File: src/rtl/slave_step_counter.sv
// slave_step_counter: timed 4-bit slave state sequencer gated by the master code.
// Optional macro SLAVE_FAST_SIM_EN forces a divisor of 1 (one step per RUN cycle).
module slave_step_counter #(
    parameter logic [1:0] MY_ID       = 2'd1,
    parameter logic [3:0] START_STATE = 4'd0,
    parameter logic [3:0] END_STATE   = 4'd7,
    parameter bit         COUNT_UP    = 1'b1,
    parameter int unsigned TICK_DIV   = 100_000_000
) (
    input  logic       CLK,
    input  logic       RESET,
    input  logic [1:0] MASTER_CONTROL,
    output logic [3:0] STATE_OUT,
    output logic       ACTIVE,
    output logic       DONE
);

`ifdef SLAVE_FAST_SIM_EN
    localparam int unsigned DIV = 1;
`else
    localparam int unsigned DIV = TICK_DIV;
`endif
    localparam int PW = (DIV > 1) ? $clog2(DIV) : 1;
    localparam logic [PW-1:0] LAST = PW'(DIV - 1);

    typedef enum logic [1:0] {
        IDLE,
        RUN,
        PAUSE,
        HOLD
    } state_t;

    state_t        state, state_n;
    logic [PW-1:0] pre, pre_n;
    logic [3:0]    cnt_n;
    logic [3:0]    step;
    logic          mine;

    assign mine = (MASTER_CONTROL == MY_ID);
    assign step = COUNT_UP ? STATE_OUT + 4'd1 : STATE_OUT - 4'd1;

    // Next-state, next count and prescaler; a zero master code always aborts
    always_comb begin
        state_n = state;
        cnt_n   = STATE_OUT;
        pre_n   = pre;
        if (MASTER_CONTROL == 2'd0) begin
            state_n = IDLE;
            cnt_n   = START_STATE;
            pre_n   = '0;
        end else begin
            unique case (state)
                IDLE: begin
                    if (mine) begin
                        pre_n   = '0;
                        state_n = (START_STATE == END_STATE) ? HOLD : RUN;
                    end
                end
                RUN, PAUSE: begin
                    if (mine) begin
                        state_n = RUN;
                        if (pre == LAST) begin
                            pre_n = '0;
                            cnt_n = step;
                            if (step == END_STATE)
                                state_n = HOLD;
                        end else begin
                            pre_n = pre + PW'(1);
                        end
                    end else begin
                        state_n = PAUSE;
                    end
                end
                HOLD: begin
                    cnt_n = END_STATE;
                end
                default: begin
                    state_n = IDLE;
                end
            endcase
        end
    end

    // State, count, prescaler and flag registers with synchronous reset
    always_ff @(posedge CLK) begin
        if (RESET) begin
            state     <= IDLE;
            STATE_OUT <= START_STATE;
            pre       <= '0;
            ACTIVE    <= 1'b0;
            DONE      <= 1'b0;
        end else begin
            state     <= state_n;
            STATE_OUT <= cnt_n;
            pre       <= pre_n;
            ACTIVE    <= (state_n == RUN);
            DONE      <= (state_n == HOLD);
        end
    end

endmodule

File: config.mk
export PLATFORM = sky130hd
export DESIGN_NAME = slave_step_counter
export DESIGN_NICKNAME = d
export VERILOG_FILES = /design/src/rtl/slave_step_counter.sv
export SDC_FILE = /design/constraint.sdc
export NUM_CORES = 1
export LEC_CHECK = 0
export BUFFER_PORTS_ARGS = -buffer_cell sky130_fd_sc_hd__buf_2
export CAP_MARGIN = 20
export CORE_MARGIN = 5
export CORE_UTILIZATION = 53
export DETAILED_ROUTE_END_ITERATION = 8
export PLACE_DENSITY_LB_ADDON = 0.08
export SLEW_MARGIN = 5
export SYNTH_ARGS = -nofsm -noshare
export SYNTH_HDL_FRONTEND = slang
export SYNTH_SLANG_ARGS = --single-unit
File: constraint.sdc
create_clock -name CLK -period 3 [get_ports CLK]
set_input_delay 0.3 -clock CLK [delete_from_list [all_inputs] [get_ports CLK]]
set_output_delay 0.3 -clock CLK [all_outputs]
set_load 0.03 [all_outputs]
Word-level counts from Yosys, hierarchy flattened
Cells that the tools add are included.
{"block": "classes", "n_bitwise": 0, "n_eq_ne": 11, "add_sub_neg": 2, "mul": 0, "n_lt_le_gt_ge": 0, "n_mux": 13, "div": 0, "shifts": 0, "n_reduce_logical": 8}
{"cell": "two-way mux 27 bit", "n": 3}
{"cell": "one-hot mux 27 bit (2 select lines)", "n": 1}
{"cell": "adder 27 x 1 -> 27 bit (second input constant)", "n": 1}
{"cell": "== test 27 bit (second input constant)", "n": 1}
{"cell": "two-way mux 2 bit", "n": 5}
{"cell": "two-way mux 4 bit", "n": 2}
{"cell": "one-hot mux 4 bit (2 select lines)", "n": 1}
{"cell": "== test 2 x 1 -> 1 bit (second input constant)", "n": 3}
{"cell": "== test 2 bit (second input constant)", "n": 3}
{"cell": "!= test 2 bit (second input constant)", "n": 3}
{"cell": "AND reduction 3 bit", "n": 2}
{"cell": "adder 4 x 1 -> 4 bit (second input constant)", "n": 1}
{"cell": "== test 4 x 3 -> 1 bit (second input constant)", "n": 1}
{"cell": "zero test 2 bit", "n": 2}
{"cell": "one-hot mux 2 bit (2 select lines)", "n": 1}
{"cell": "nonzero test 2 bit", "n": 2}
{"cell": "OR reduction 2 bit", "n": 2}
{"block": "totals", "ram_bits": 0, "word_cells": 39, "regBits": 35, "n_memories": 0, "mem_bits_ro": 0, "inputBits": 4, "output_inout_bits": 6, "latchBits": 0}

Logic depth before layout (Yosys ltp)
Gate-level depths: netlist of run 1.
{"block": "logic_depth", "ltp_word": 8, "depth_mapped": 8, "mapped_depth_nobuf": 6}

Least setup slack after synthesis of run 1
OpenSTA, ideal clock, no wires.
{"block": "synth_timing", "path_kind": "flip-flop to flip-flop", "from": "register pre[10]", "to": "register STATE_OUT[3]", "t_arrival_ps": 2062, "setup_slack_ps": 864, "path_stages_with_launch": 6, "t_required_ps": 2926, "setup_ps": 74, "path_buffers": 0, "synth_period_minus_slack_ps": 2136, "path_cell_list": "dfxtp_1 > or4b_4 > nor4_4 > nand4_4 > or4_1 > a31oi_1"}
{"block": "synth_via", "elab_chain_len": 3}
{"item": "start, declared", "line": "34", "source": "logic [PW-1:0] pre, pre_n;"}
{"item": "start signal, assigned", "line": "95", "source": "pre <= pre_n;"}
{"item": "== test 27 bit", "line": "62", "source": "if (pre == LAST) begin"}
{"item": "!= test 2 bit (no line)"}
{"item": "AND reduction 3 bit (no line)"}
{"item": "end signal, assigned", "line": "94", "source": "STATE_OUT <= cnt_n;"}
{"item": "end, declared", "line": "13", "source": "output logic [3:0] STATE_OUT,"}
Every way passes these cells.
A chain may end at the register's enable or synchronous reset.

Worst setup path after layout of run 1
Same ends and word-level chain as after synthesis.

==> flow_results.xml, run 1 <==
<?xml version="1.0" encoding="UTF-8"?>
<metrics>
  <group name="run_status">
    <metric name="outcome" unit="">finished clean</metric>
  </group>
  <group name="clock_tree">
    <metric name="clk_path_buf_depth" unit="">2</metric>
    <metric name="clock_latency" unit="ns">0.34</metric>
    <metric name="h_tree_depth" unit="">2</metric>
    <metric name="cts_root_buf" unit="">sky130_fd_sc_hd__clkbuf_4</metric>
    <metric name="cts_hold_buffers" unit="">0</metric>
    <metric name="cts_tree" unit="">yes</metric>
    <metric name="post_cts_resized" unit="">0</metric>
    <metric name="cts-buffers-inserted" unit="">5</metric>
    <metric name="post_cts_setup_repair_bufs" unit="">0</metric>
    <metric name="clock-sinks" unit="">35</metric>
    <metric name="cts.clk_slew.worst_paths" unit="ns">0.11</metric>
  </group>
  <group name="placement">
    <metric name="placed_cells" unit="">292</metric>
    <metric name="routabilityCongestion" unit="">0.809</metric>
    <metric name="dp_hpwl" unit="microns">2880</metric>
    <metric name="placement.io_buffers" unit="">9</metric>
  </group>
  <group name="setup_path">
    <metric name="start_kind" unit="">flip-flop</metric>
    <metric name="critical_path.max_fanout" unit="">8</metric>
    <metric name="timing.critical_path.arrival" unit="ns">2.63</metric>
    <metric name="worst-endpoint-required" unit="ns">3.27</metric>
    <metric name="worstSetupPathType" unit="">reg2reg</metric>
    <metric name="cp-end-kind" unit="">flip-flop</metric>
  </group>
  <group name="timing">
    <metric name="final.setup.tns" unit="ns">0</metric>
    <metric name="fin_skew" unit="ns">0.00627</metric>
    <metric name="post_layout_min_period" unit="ns">2.36</metric>
    <metric name="post-route-period-util" unit="%">78.6</metric>
    <metric name="setup_violations_final" unit="">0</metric>
    <metric name="worstMarginPinSlew" unit="ns">0.645</metric>
    <metric name="tightest_slew_margin_relative_to_the_limit" unit="%">57.0</metric>
    <metric name="grt_setup_unrepaired" unit="">no</metric>
    <metric name="final_max_tran_viols" unit="">0</metric>
    <metric name="clock.fmax" unit="GHz">0.424</metric>
    <metric name="report.final.hold_viol_count" unit="">0</metric>
  </group>
  <group name="die">
    <metric name="floorplan.die.height" unit="microns">70.0</metric>
    <metric name="effective_utilization_at_floorplan" unit="%">55.9</metric>
    <metric name="fp.dieArea" unit="sq mm">0.00490</metric>
    <metric name="die_w" unit="microns">70.0</metric>
    <metric name="io-pin-count" unit="">10</metric>
    <metric name="core" unit="sq mm">0.00342</metric>
    <metric name="floorplan.rows" unit="">21</metric>
  </group>
  <group name="routing">
    <metric name="routed-via-count" unit="">1729</metric>
    <metric name="routed_via_density" unit="">5.78</metric>
    <metric name="final_antenna_net_count" unit="">0</metric>
    <metric name="drc_errors" unit="">0</metric>
    <metric name="avgRoutedWirePerCell" unit="microns">13.6</metric>
    <metric name="wirelength" unit="microns">4080</metric>
    <metric name="initial_detailed_routing_violation_count" unit="">143</metric>
    <metric name="firstDrtPassIters" unit="">4</metric>
  </group>
  <group name="synthesis">
    <metric name="synth.yosys.warnings" unit="">0</metric>
    <metric name="share_of_async_settable_or_async_resettable_flops_after_synthesis" unit="%">0</metric>
    <metric name="post_synth_mux_area_share" unit="%">1.57</metric>
    <metric name="net_count_after_synthesis" unit="">252</metric>
    <metric name="post_synth_inst_count" unit="">243</metric>
    <metric name="syn-cell-area" unit="sq mm">0.00191</metric>
    <metric name="yosysTopAreaCell" unit="">sky130_fd_sc_hd__dfxtp_1</metric>
    <metric name="synth.yosys.seq_area_share" unit="%">36.7</metric>
    <metric name="synth_compound_gate_area_share" unit="%">22.3</metric>
    <metric name="fraction_of_synthesized_cell_area_in_xor_and_xnor_cells" unit="%">2.29</metric>
    <metric name="synth_unique_cells" unit="">41</metric>
    <metric name="synth_seq_cells" unit="">35</metric>
    <metric name="synth.top_cells.by_area" unit="">sky130_fd_sc_hd__dfxtp_1 (37%), sky130_fd_sc_hd__a21oi_1 (5.8%), sky130_fd_sc_hd__nand2_1 (5.1%), sky130_fd_sc_hd__nand3_1 (4.2%), sky130_fd_sc_hd__nor2_1 (4.1%)</metric>
    <metric name="synth_fa_ha_area_share" unit="%">3.28</metric>
    <metric name="synth_enable_flop_cells" unit="">0</metric>
    <metric name="synth-simple-area-share" unit="%">29.7</metric>
    <metric name="dominant_combinational_cell_family_by_area_after_synthesis" unit="">simple AND/OR/NAND/NOR gates</metric>
    <metric name="post-synth-top-area-fraction" unit="%">36.7</metric>
    <metric name="synth_flop_cell" unit="">sky130_fd_sc_hd__dfxtp_1</metric>
    <metric name="post_synth.cell_area_avg" unit="sq um">7.86</metric>
  </group>
  <group name="final_layout">
    <metric name="final_util" unit="%">60.6</metric>
    <metric name="fraction_of_layout_cells_with_a_size_suffix_above_1" unit="%">10.7</metric>
    <metric name="diodes" unit="">0</metric>
    <metric name="final_cell_count_no_fill" unit="">299</metric>
    <metric name="nets" unit="">262</metric>
    <metric name="area_growth_syn_to_layout" unit="%">8.39</metric>
  </group>
  <group name="global_route">
    <metric name="grt_util_all_layers" unit="%">18.2</metric>
    <metric name="grt_pass1_wl" unit="microns">7290</metric>
    <metric name="grt_pass1_vias" unit="">1598</metric>
    <metric name="grt_antenna_before_repair" unit="">0</metric>
    <metric name="grt_max_degree" unit="">43</metric>
    <metric name="grt_remaining_overflow" unit="">0</metric>
  </group>
  <group name="power_and_ir_drop">
    <metric name="max-vdd-ir-drop" unit="mV">0.284</metric>
    <metric name="seq_pwr_share" unit="%">60.6</metric>
    <metric name="switching_share" unit="%">23.9</metric>
    <metric name="p_sw" unit="uW">185</metric>
    <metric name="leakagePower" unit="uW">0.000719</metric>
    <metric name="internal_power" unit="uW">589</metric>
    <metric name="combinationalPowerShare" unit="%">5.5</metric>
    <metric name="clock_power_share" unit="%">33.9</metric>
    <metric name="pwr_density_cell" unit="mW/mm^2">374</metric>
  </group>
  <group name="min_path">
    <metric name="hold_path.class" unit="">in2reg</metric>
  </group>
  <group name="job">
    <metric name="drv_cap" unit="">0</metric>
  </group>
</metrics>
-- power groups by stage --
| stage | sequential (uW) | clock [uW] | combinational, uW |
|---|---|---|---|
| floorplan | 481 | 0 | 28.1 |
| global placement | 479 | 0 | 43.4 |
| detailed placement | 479 | 0 | 43.5 |
| CTS | 469 | 271 | 43.6 |
| global route | 469 | 293 | 48.8 |
| finish | 469 | 262 | 42.9 |
-- cells in the mapped netlist (all sizes together) (3+ instances only) --
library cell,instances
a21oi,22
a22o,3
a31oi,10
clkbuf,8
dfxtp,35
ha,5
inv,12
mux2i,3
nand2,26
nand2b,4
nand3,16
nand4,9
nor2,21
nor3,6
nor4,5
o211ai,5
o21a,3
o21ai,14
or2,3
or3,4
or4,4
xnor2,3
-- per-layer routing --
layer  vias up  track usage (%)  share of wire, %
met3         5             5.31               3.8
met1       783             25.7                52
li1        914                -                 -
met4         0             5.11               1.2
met2        27             26.8                43
met5         -                0                 0
-- registers in the layout (all words and copies together) (netlist names) --
signal and cells:
ACTIVE 1, DONE 1, state 2, pre 27, STATE_OUT 4
-- critical path: stages (launching register included) --
cell	delay (ns)
sky130_fd_sc_hd__dfxtp_1	0.38
sky130_fd_sc_hd__or4b_4	0.56
sky130_fd_sc_hd__nor4_4	0.50
sky130_fd_sc_hd__nand4_4	0.20
sky130_fd_sc_hd__or4_1	0.49
sky130_fd_sc_hd__a31oi_1	0.16
-- layout make-up --
cell class | count | area [sq um]
fill | 320 | 1350
clock inverter | 1 | 5.00
multi-input combinational | 187 | 1140
sequential | 35 | 701
timing repair buffer | 12 | 67.6
tap | 46 | 57.6
clock buffer | 6 | 51.3
inverter | 12 | 45.0
-- per-stage QoR --
| stage | hold slack [ns] | power (uW) | worst slack, ns | cell area (sq um) |
|---|---|---|---|---|
| 3_5_place_dp | 0.470 | 523 | 0.647 | 2010 |
| 2_1_floorplan | 0.372 | 509 | 0.864 | 1910 |
| 3_3_place_gp | 0.465 | 523 | 0.693 | 2010 |
| 6_report | 0.140 | 774 | 0.641 | 2070 |
| 4_1_cts | 0.128 | 783 | 0.631 | 2070 |
| 5_1_grt | 0.121 | 811 | 0.525 | 2070 |
-- path summary, 6_finish.rpt --
path            from            to  slack (ns)  cells after the start
min            RESET      state[1]        0.14                      2
max reg2reg  pre[10]  STATE_OUT[3]        0.64                      5
max          pre[10]  STATE_OUT[3]        0.64                      5
min reg2reg  pre[23]       pre[23]        0.49                      1
-- kinds of logic after synthesis --
logic type                 after synthesis
AOI/OAI and AO/OA                       69
xor gates and xnor gates                 5
adders and majority gates                5
buffers and inverters                   21
DFF                                     35
muxes                                    3
and+or+nand+nor                        105
-- layout by cell type, fill, tap and decap left out, types with 2 or more instances in the layout --
cell                        n
sky130_fd_sc_hd__nand2_1   26
sky130_fd_sc_hd__mux2i_1    3
sky130_fd_sc_hd__clkbuf_4   5
sky130_fd_sc_hd__or3_1      4
sky130_fd_sc_hd__xnor2_1    3
sky130_fd_sc_hd__o211ai_1   5
sky130_fd_sc_hd__a22oi_1    2
sky130_fd_sc_hd__nor3_1     6
sky130_fd_sc_hd__o31ai_1    2
sky130_fd_sc_hd__a21o_1     2
sky130_fd_sc_hd__a32oi_1    2
sky130_fd_sc_hd__o21a_1     3
sky130_fd_sc_hd__ha_1       5
sky130_fd_sc_hd__buf_4      3
sky130_fd_sc_hd__nand3_1   16
sky130_fd_sc_hd__or4_1      4
sky130_fd_sc_hd__nand2b_1   4
sky130_fd_sc_hd__nor4_1     3
sky130_fd_sc_hd__nand4_1    8
sky130_fd_sc_hd__nor2_1    21
sky130_fd_sc_hd__a31oi_1   10
sky130_fd_sc_hd__a21oi_1   22
sky130_fd_sc_hd__buf_2      9
sky130_fd_sc_hd__dfxtp_1   35
sky130_fd_sc_hd__nor2b_1    2
sky130_fd_sc_hd__inv_1     12
sky130_fd_sc_hd__or2_2      3
sky130_fd_sc_hd__o21ai_0   14
sky130_fd_sc_hd__xor2_1     2
sky130_fd_sc_hd__a22o_1     3
No activity file was read; power rests on OpenSTA's default activity.
==> run 2, diff against run 1 <==
--- a/config.mk
+++ b/config.mk
@@ -5,6 +5,7 @@
 export SDC_FILE = /design/constraint.sdc
 export NUM_CORES = 1
 export LEC_CHECK = 0
+export ABC_AREA = 1
 export BUFFER_PORTS_ARGS = -buffer_cell sky130_fd_sc_hd__buf_2
 export CAP_MARGIN = 20
 export CORE_MARGIN = 5
==> constraint.sdc (replaced) <==
create_clock -name CLK -period 2.44 [get_ports CLK]
set_input_delay 0.244 -clock CLK [delete_from_list [all_inputs] [get_ports CLK]]
set_output_delay 0.244 -clock CLK [all_outputs]
set_load 0.03 [all_outputs]
==> flow_results.xml, run 2 <==
<?xml version="1.0" encoding="UTF-8"?>
<metrics>
  <group name="run_status">
    <metric name="outcome" unit="">finished clean</metric>
  </group>
  <group name="synthesis">
    <metric name="post_synth_most_frequent_cells" unit="">sky130_fd_sc_hd__nand2_1 (106), sky130_fd_sc_hd__dfxtp_1 (35), sky130_fd_sc_hd__inv_1 (33)</metric>
    <metric name="share_of_async_settable_or_async_resettable_flops_after_synthesis" unit="%">0</metric>
    <metric name="synth.most_common_cell" unit="">sky130_fd_sc_hd__nand2_1</metric>
    <metric name="synth.yosys.seq_area_share" unit="%">30.6</metric>
    <metric name="post_synth.cell_area_avg" unit="sq um">6.60</metric>
    <metric name="net_count_after_synthesis" unit="">356</metric>
    <metric name="syn-cell-area" unit="sq mm">0.00229</metric>
    <metric name="yosysTopAreaCell" unit="">sky130_fd_sc_hd__dfxtp_1</metric>
    <metric name="post_synth_inst_count" unit="">347</metric>
    <metric name="synth_flop_cell" unit="">sky130_fd_sc_hd__dfxtp_1</metric>
    <metric name="synth.yosys.warnings" unit="">0</metric>
    <metric name="synth_unique_cells" unit="">33</metric>
    <metric name="synth_enable_flop_cells" unit="">0</metric>
    <metric name="post-synth-top-area-fraction" unit="%">30.6</metric>
    <metric name="synth.top_cells.by_area" unit="">sky130_fd_sc_hd__dfxtp_1 (31%), sky130_fd_sc_hd__nand2_1 (17%), sky130_fd_sc_hd__inv_1 (5.4%), sky130_fd_sc_hd__nand3_1 (5.2%), sky130_fd_sc_hd__nor2_1 (5.1%)</metric>
    <metric name="synth_seq_cells" unit="">35</metric>
  </group>
  <group name="clock_tree">
    <metric name="cts_root_buf" unit="">sky130_fd_sc_hd__clkbuf_8</metric>
    <metric name="post_cts_setup_repair_bufs" unit="">0</metric>
    <metric name="cts_hold_buffers" unit="">0</metric>
    <metric name="clock-sinks" unit="">35</metric>
    <metric name="clock_latency" unit="ns">0.28</metric>
    <metric name="cts.clk_slew.worst_paths" unit="ns">0.06</metric>
    <metric name="post_cts_resized" unit="">0</metric>
    <metric name="cts_tree" unit="">yes</metric>
    <metric name="clk_path_buf_depth" unit="">2</metric>
    <metric name="cts-buffers-inserted" unit="">5</metric>
    <metric name="h_tree_depth" unit="">2</metric>
  </group>
  <group name="timing">
    <metric name="hold_ws" unit="ns">0.137</metric>
    <metric name="final.setup.tns" unit="ns">0</metric>
    <metric name="final_max_tran_viols" unit="">0</metric>
    <metric name="report.final.hold_viol_count" unit="">0</metric>
    <metric name="fin_skew" unit="ns">0.00593</metric>
    <metric name="grt_setup_unrepaired" unit="">no</metric>
    <metric name="setup_violations_final" unit="">0</metric>
    <metric name="clock.fmax" unit="GHz">0.582</metric>
    <metric name="worstMarginPinSlew" unit="ns">1.01</metric>
    <metric name="post-route-period-util" unit="%">70.4</metric>
    <metric name="tightest_slew_margin_relative_to_the_limit" unit="%">32.7</metric>
    <metric name="post_layout_min_period" unit="ns">1.72</metric>
  </group>
  <group name="final_layout">
    <metric name="final.fill_count" unit="">424</metric>
    <metric name="layout.cell_area.non_filler" unit="sq mm">0.00243</metric>
    <metric name="register_area" unit="sq um">701</metric>
    <metric name="area_of_combinational_cells_with_multiple_inputs" unit="sq mm">0.00137</metric>
    <metric name="registers.top_by_ff_count" unit="">pre</metric>
    <metric name="largest_register_ffs" unit="">27</metric>
    <metric name="final_cell_count_no_fill" unit="">406</metric>
    <metric name="area_growth_syn_to_layout" unit="%">5.96</metric>
    <metric name="largestRegisters" unit="">pre (27), STATE_OUT (4), state (2)</metric>
    <metric name="layout.cells.most_common" unit="">sky130_fd_sc_hd__nand2_1</metric>
    <metric name="nets" unit="">364</metric>
    <metric name="fraction_of_layout_cells_with_a_size_suffix_above_1" unit="%">18.9</metric>
    <metric name="diodes" unit="">0</metric>
    <metric name="final_util" unit="%">56.9</metric>
    <metric name="final_cell_mix" unit="">sky130_fd_sc_hd__nand2_1 (106), sky130_fd_sc_hd__dfxtp_1 (35), sky130_fd_sc_hd__inv_1 (33), sky130_fd_sc_hd__nor2_1 (31), sky130_fd_sc_hd__nand3_1 (24)</metric>
  </group>
  <group name="setup_path">
    <metric name="worstSetupPathType" unit="">reg2reg</metric>
    <metric name="critical_path.max_fanout" unit="">28</metric>
    <metric name="crit-reg2reg-capture" unit="">DONE</metric>
    <metric name="critical_path.n_buffers_inverters" unit="">2</metric>
    <metric name="critical_path.reg2reg.startpoint" unit="">state[1]</metric>
    <metric name="setup.reg_to_reg.worst_slack" unit="ns">0.72</metric>
    <metric name="worst_path_most_repeated_cell" unit="">sky130_fd_sc_hd__nand2_1</metric>
    <metric name="slowest_library_cell_on_the_worst_path" unit="">sky130_fd_sc_hd__inv_2</metric>
    <metric name="cpPeakStageDelay" unit="ns">0.35</metric>
    <metric name="start_kind" unit="">flip-flop</metric>
    <metric name="timing.critical_path.arrival" unit="ns">1.89</metric>
    <metric name="critical_path_cell_count" unit="">8</metric>
    <metric name="worst-endpoint-required" unit="ns">2.61</metric>
    <metric name="cp-end-kind" unit="">flip-flop</metric>
    <metric name="count_of_cells_along_the_worst_register_to_register_path" unit="">8</metric>
    <metric name="worstPathCellList" unit="">inv_1, ha_1, nand2_1, nand2_1, inv_2, o21ai_0, nand2_1, nor2_1</metric>
    <metric name="critical-path-top-delay-family" unit="">buffers and inverters</metric>
  </group>
  <group name="routing">
    <metric name="initial_detailed_routing_violation_count" unit="">103</metric>
    <metric name="drc_errors" unit="">0</metric>
    <metric name="route.met3.wl" unit="microns">188</metric>
    <metric name="final_antenna_net_count" unit="">0</metric>
    <metric name="met2RoutedLength" unit="microns">2160</metric>
    <metric name="wirelength_met1" unit="microns">2490</metric>
    <metric name="top_signal_layer_used" unit="">met4</metric>
    <metric name="firstDrtPassIters" unit="">5</metric>
    <metric name="routed_via_density" unit="">5.12</metric>
    <metric name="routed-via-count" unit="">2079</metric>
    <metric name="wirelength" unit="microns">4890</metric>
    <metric name="avgRoutedWirePerCell" unit="microns">12.0</metric>
  </group>
  <group name="placement">
    <metric name="placed_cells" unit="">400</metric>
    <metric name="placed_area" unit="sq mm">0.00235</metric>
    <metric name="dp_hpwl" unit="microns">3630</metric>
    <metric name="routabilityCongestion" unit="">0.831</metric>
    <metric name="placement.io_buffers" unit="">9</metric>
  </group>
  <group name="die">
    <metric name="fp.dieArea" unit="sq mm">0.00574</metric>
    <metric name="effective_utilization_at_floorplan" unit="%">53.7</metric>
    <metric name="core" unit="sq mm">0.00426</metric>
    <metric name="io-pin-count" unit="">10</metric>
    <metric name="floorplan.die.height" unit="microns">75.7</metric>
    <metric name="die_w" unit="microns">75.7</metric>
    <metric name="floorplan.rows" unit="">24</metric>
  </group>
  <group name="min_path">
    <metric name="hold_path_depth" unit="">2</metric>
    <metric name="hold_path.class" unit="">in2reg</metric>
    <metric name="hold_end" unit="">state[1]</metric>
    <metric name="hold_path.startpoint" unit="">RESET</metric>
  </group>
  <group name="global_route">
    <metric name="grt_remaining_overflow" unit="">0</metric>
    <metric name="grt_pass1_vias" unit="">1852</metric>
    <metric name="grt_util_all_layers" unit="%">19.3</metric>
    <metric name="grt_pass1_wl" unit="microns">8540</metric>
    <metric name="grt_antenna_before_repair" unit="">0</metric>
    <metric name="grt_max_degree" unit="">29</metric>
  </group>
  <group name="power_and_ir_drop">
    <metric name="leakagePower" unit="uW">0.000937</metric>
    <metric name="pwr_density_cell" unit="mW/mm^2">430</metric>
    <metric name="max-vdd-ir-drop" unit="mV">0.255</metric>
  </group>
  <group name="job">
    <metric name="drv_cap" unit="">0</metric>
  </group>
</metrics>
run 2: cell count changes after synthesis, sizes merged, moves of 5 or more:
cell | before | now
a21oi | 22 | 32
a31oi | 10 | 0
buf | 1 | 6
inv | 12 | 39
nand2 | 26 | 111
nand3 | 16 | 32
nor2 | 21 | 41
o211ai | 5 | 0
run 2: metal layers:
metal / vias up / global-route usage (%)
met5: - / 0
met4: 0 / 5.63
met1: 926 / 26.2
met3: 5 / 4.62
li1: 1122 / -
met2: 26 / 30.4
run 2: through the flow:
stage / worst slack (ns) / total power, uW
final: 0.722 / 1040
after global routing: 0.568 / 1100
after CTS: 0.691 / 1060
after detailed placement: 0.700 / 684
after global placement: 0.752 / 683
after floorplan: 0.892 / 661
run 2: logic make-up after synthesis:
logic type               share of synthesized area [%]
AND/OR/NAND/NOR                                   41.9
buffers and inverters                             9.40
AO/OA/AOI/OAI                                     13.4
flip-flops                                        30.6
XOR/XNOR                                          1.91
adder cells (fa/ha/maj)                           2.73
run 2: worst max-delay path by stage:
stage / slack (ns) / from / to
after floorplan: 0.89 / state[0] / pre[2]
final: 0.72 / state[1] / DONE
after CTS: 0.69 / state[1] / DONE
after detailed placement: 0.70 / state[1] / DONE
after global placement: 0.75 / state[0] / DONE
after global routing: 0.57 / state[0] / DONE
run 2: where the power goes:
| part | leakage [uW] | switching [uW] | total [uW] | internal, uW |
|---|---|---|---|---|
| Combinational | 0.000618 | 65.7 | 89.1 | 23.4 |
| Sequential | 0.000282 | 3.37 | 581 | 577 |
| Clock | 0.0000371 | 185 | 374 | 190 |
run 2: final cells by class:
cell class / count / share of cell area [%]
Timing Repair Buffer: 12 / 2.78
Clock buffer: 6 / 2.99
Multi-Input combinational cell: 262 / 56.6
Tap cell: 52 / 2.68
Inverter: 39 / 6.03
Sequential cell: 35 / 28.9
==> run 3, diff against run 2 <==
==> constraint.sdc (replaced) <==
create_clock -name CLK -period 1.7 [get_ports CLK]
set_input_delay 0.17 -clock CLK [delete_from_list [all_inputs] [get_ports CLK]]
set_output_delay 0.17 -clock CLK [all_outputs]
set_load 0.03 [all_outputs]
==> flow_results.xml, run 3 (synthesis gave the netlist of run 2 again) <==
<?xml version="1.0" encoding="UTF-8"?>
<metrics>
  <group name="clock_tree">
    <metric name="clock-sinks" unit="">35</metric>
    <metric name="cts_tree" unit="">yes</metric>
    <metric name="clock_latency" unit="ns">0.30</metric>
    <metric name="clk_path_buf_depth" unit="">2</metric>
    <metric name="h_tree_depth" unit="">2</metric>
    <metric name="cts-buffers-inserted" unit="">5</metric>
    <metric name="cts_hold_buffers" unit="">0</metric>
    <metric name="cts.clk_slew.worst_paths" unit="ns">0.07</metric>
    <metric name="cts_root_buf" unit="">sky130_fd_sc_hd__clkbuf_8</metric>
  </group>
  <group name="final_layout">
    <metric name="final.fill_count" unit="">414</metric>
    <metric name="diodes" unit="">0</metric>
    <metric name="area_of_combinational_cells_with_multiple_inputs" unit="sq mm">0.00139</metric>
    <metric name="registers.top_by_ff_count" unit="">pre</metric>
    <metric name="largestRegisters" unit="">pre (27), STATE_OUT (4), state (2)</metric>
    <metric name="layout.cells.most_common" unit="">sky130_fd_sc_hd__nand2_1</metric>
    <metric name="register_area" unit="sq um">703</metric>
    <metric name="area_growth_syn_to_layout" unit="%">12.3</metric>
    <metric name="nets" unit="">374</metric>
    <metric name="layout.cell_area.non_filler" unit="sq mm">0.00257</metric>
    <metric name="fraction_of_layout_cells_with_a_size_suffix_above_1" unit="%">22.5</metric>
    <metric name="final_cell_mix" unit="">sky130_fd_sc_hd__nand2_1 (105), sky130_fd_sc_hd__dfxtp_1 (33), sky130_fd_sc_hd__inv_1 (33), sky130_fd_sc_hd__nor2_1 (31), sky130_fd_sc_hd__nand3_1 (24)</metric>
    <metric name="largest_register_ffs" unit="">27</metric>
  </group>
  <group name="timing">
    <metric name="final_worst_setup_slack" unit="ns">0.122</metric>
    <metric name="report.final.hold_viol_count" unit="">0</metric>
    <metric name="final_max_tran_viols" unit="">0</metric>
    <metric name="tightest_slew_margin_relative_to_the_limit" unit="%">80.9</metric>
    <metric name="hold_ws" unit="ns">0.0466</metric>
    <metric name="setup_violations_final" unit="">0</metric>
    <metric name="fin_skew" unit="ns">0.00509</metric>
    <metric name="worstMarginPinSlew" unit="ns">0.283</metric>
    <metric name="grt_setup_unrepaired" unit="">yes</metric>
    <metric name="post-route-period-util" unit="%">92.8</metric>
    <metric name="final.setup.tns" unit="ns">0</metric>
    <metric name="clock.fmax" unit="GHz">0.634</metric>
    <metric name="post_layout_min_period" unit="ns">1.58</metric>
  </group>
  <group name="global_route">
    <metric name="globalRouteMet1Util" unit="%">25.9</metric>
    <metric name="global_route.peak_usage_layer" unit="">met2</metric>
    <metric name="grt_antenna_before_repair" unit="">0</metric>
    <metric name="grt_util_all_layers" unit="%">20.5</metric>
    <metric name="gr-usage-met3" unit="%">4.09</metric>
    <metric name="grt_pass1_wl" unit="microns">9000</metric>
    <metric name="groute.layer.met2.usage" unit="%">34.9</metric>
    <metric name="grt_max_degree" unit="">28</metric>
    <metric name="grt_pass1_vias" unit="">2013</metric>
    <metric name="grt_remaining_overflow" unit="">0</metric>
  </group>
  <group name="setup_path">
    <metric name="timing.critical_path.arrival" unit="ns">1.77</metric>
    <metric name="start_kind" unit="">flip-flop</metric>
    <metric name="critical_path.reg2reg.startpoint" unit="">pre[0]</metric>
    <metric name="timing.critical_path.to" unit="">pre[26]</metric>
    <metric name="worst-endpoint-required" unit="ns">1.89</metric>
    <metric name="critPathLaunch" unit="">pre[0]</metric>
    <metric name="worstSetupPathType" unit="">reg2reg</metric>
    <metric name="crit-reg2reg-capture" unit="">pre[26]</metric>
    <metric name="setup.reg_to_reg.worst_slack" unit="ns">0.12</metric>
    <metric name="cp-end-kind" unit="">flip-flop</metric>
    <metric name="count_of_cells_along_the_worst_register_to_register_path" unit="">8</metric>
    <metric name="critical_path.max_fanout" unit="">4</metric>
  </group>
  <group name="routing">
    <metric name="wirelength" unit="microns">5280</metric>
    <metric name="firstDrtPassIters" unit="">4</metric>
    <metric name="final_antenna_net_count" unit="">0</metric>
    <metric name="avgRoutedWirePerCell" unit="microns">12.7</metric>
    <metric name="routed_via_density" unit="">5.16</metric>
    <metric name="routed-via-count" unit="">2150</metric>
    <metric name="initial_detailed_routing_violation_count" unit="">88</metric>
    <metric name="drc_errors" unit="">0</metric>
  </group>
  <group name="placement">
    <metric name="placed_area" unit="sq mm">0.00244</metric>
    <metric name="placement.io_buffers" unit="">9</metric>
    <metric name="routabilityCongestion" unit="">0.856</metric>
    <metric name="pre_cts_ws" unit="ns">0.109</metric>
    <metric name="dp_hpwl" unit="microns">3840</metric>
  </group>
  <group name="run_status">
    <metric name="outcome" unit="">finished clean</metric>
  </group>
  <group name="die">
    <metric name="fp.dieArea" unit="sq mm">0.00574</metric>
    <metric name="io-pin-count" unit="">10</metric>
    <metric name="effective_utilization_at_floorplan" unit="%">53.7</metric>
    <metric name="core" unit="sq mm">0.00426</metric>
    <metric name="floorplan.die.height" unit="microns">75.7</metric>
    <metric name="floorplan.rows" unit="">24</metric>
    <metric name="die_w" unit="microns">75.7</metric>
  </group>
  <group name="min_path">
    <metric name="hold_path.class" unit="">in2reg</metric>
  </group>
  <group name="power_and_ir_drop">
    <metric name="leakagePower" unit="uW">0.00101</metric>
    <metric name="fin_total_pwr" unit="uW">1730</metric>
    <metric name="max-vdd-ir-drop" unit="mV">0.454</metric>
    <metric name="pwr_density_cell" unit="mW/mm^2">672</metric>
  </group>
  <group name="job">
    <metric name="drv_cap" unit="">0</metric>
  </group>
</metrics>
[run 3: metal layers]
| layer | up-vias | wire length (microns) |
|---|---|---|
| li1 | 1138 | - |
| met1 | 983 | 2530 |
| met2 | 24 | 2560 |
| met3 | 5 | 143 |
| met4 | 0 | 46 |
| met5 | - | 0 |
[run 3: report_power, final]
group | switching [uW] | total, uW | internal (uW)
combinational | 102 | 154 | 51.5
sequential | 4.91 | 833 | 828
clock | 312 | 742 | 430
total | 419 | 1730 | 1310
[run 3: how the worst min path moves through the flow]
stage,startpoint,end,cells past startpoint
global route,RESET,state[1],2
finish,RESET,state[1],2
floorplan,RESET,state[1],1
global placement,RESET,state[1],2
CTS,RESET,state[1],2
detailed placement,RESET,state[1],2
[run 3: what timing repair did]
action | 4_1_cts | 5_1_grt
setup endpoints to repair | 0 | 15
buffers inserted | 0 | 2
endpoints found under the hold margin | 0 | 0
gates resized for setup | 0 | 5
[run 3: metrics by stage]
step | instances | util [%]
floorplan | 347 | -
global placement | 408 | 57.2
detailed placement | 408 | 57.2
CTS | 415 | 59.6
global route | 417 | 60.3
finish | 417 | 60.3
[run 3: worst max-delay path, cell delays in order (launching register included)]
cell and delay [ns]:
sky130_fd_sc_hd__dfxtp_2 0.34, sky130_fd_sc_hd__ha_1 0.17, sky130_fd_sc_hd__nand2_2 0.10, sky130_fd_sc_hd__nor2_4 0.17
sky130_fd_sc_hd__nand4_1 0.19, sky130_fd_sc_hd__nor2_4 0.20, sky130_fd_sc_hd__nand2_1 0.09, sky130_fd_sc_hd__o21ai_2 0.15
sky130_fd_sc_hd__a21oi_2 0.06
[run 3: area by class of cell]
class,count,share of cell area [%]
sequential,35,27.3
inverter,39,5.69
timing repair buffer,22,6.52
clock inverter,1,1.17
multi-input combinational,262,53.9
tap,52,2.53
clock buffer,6,2.82
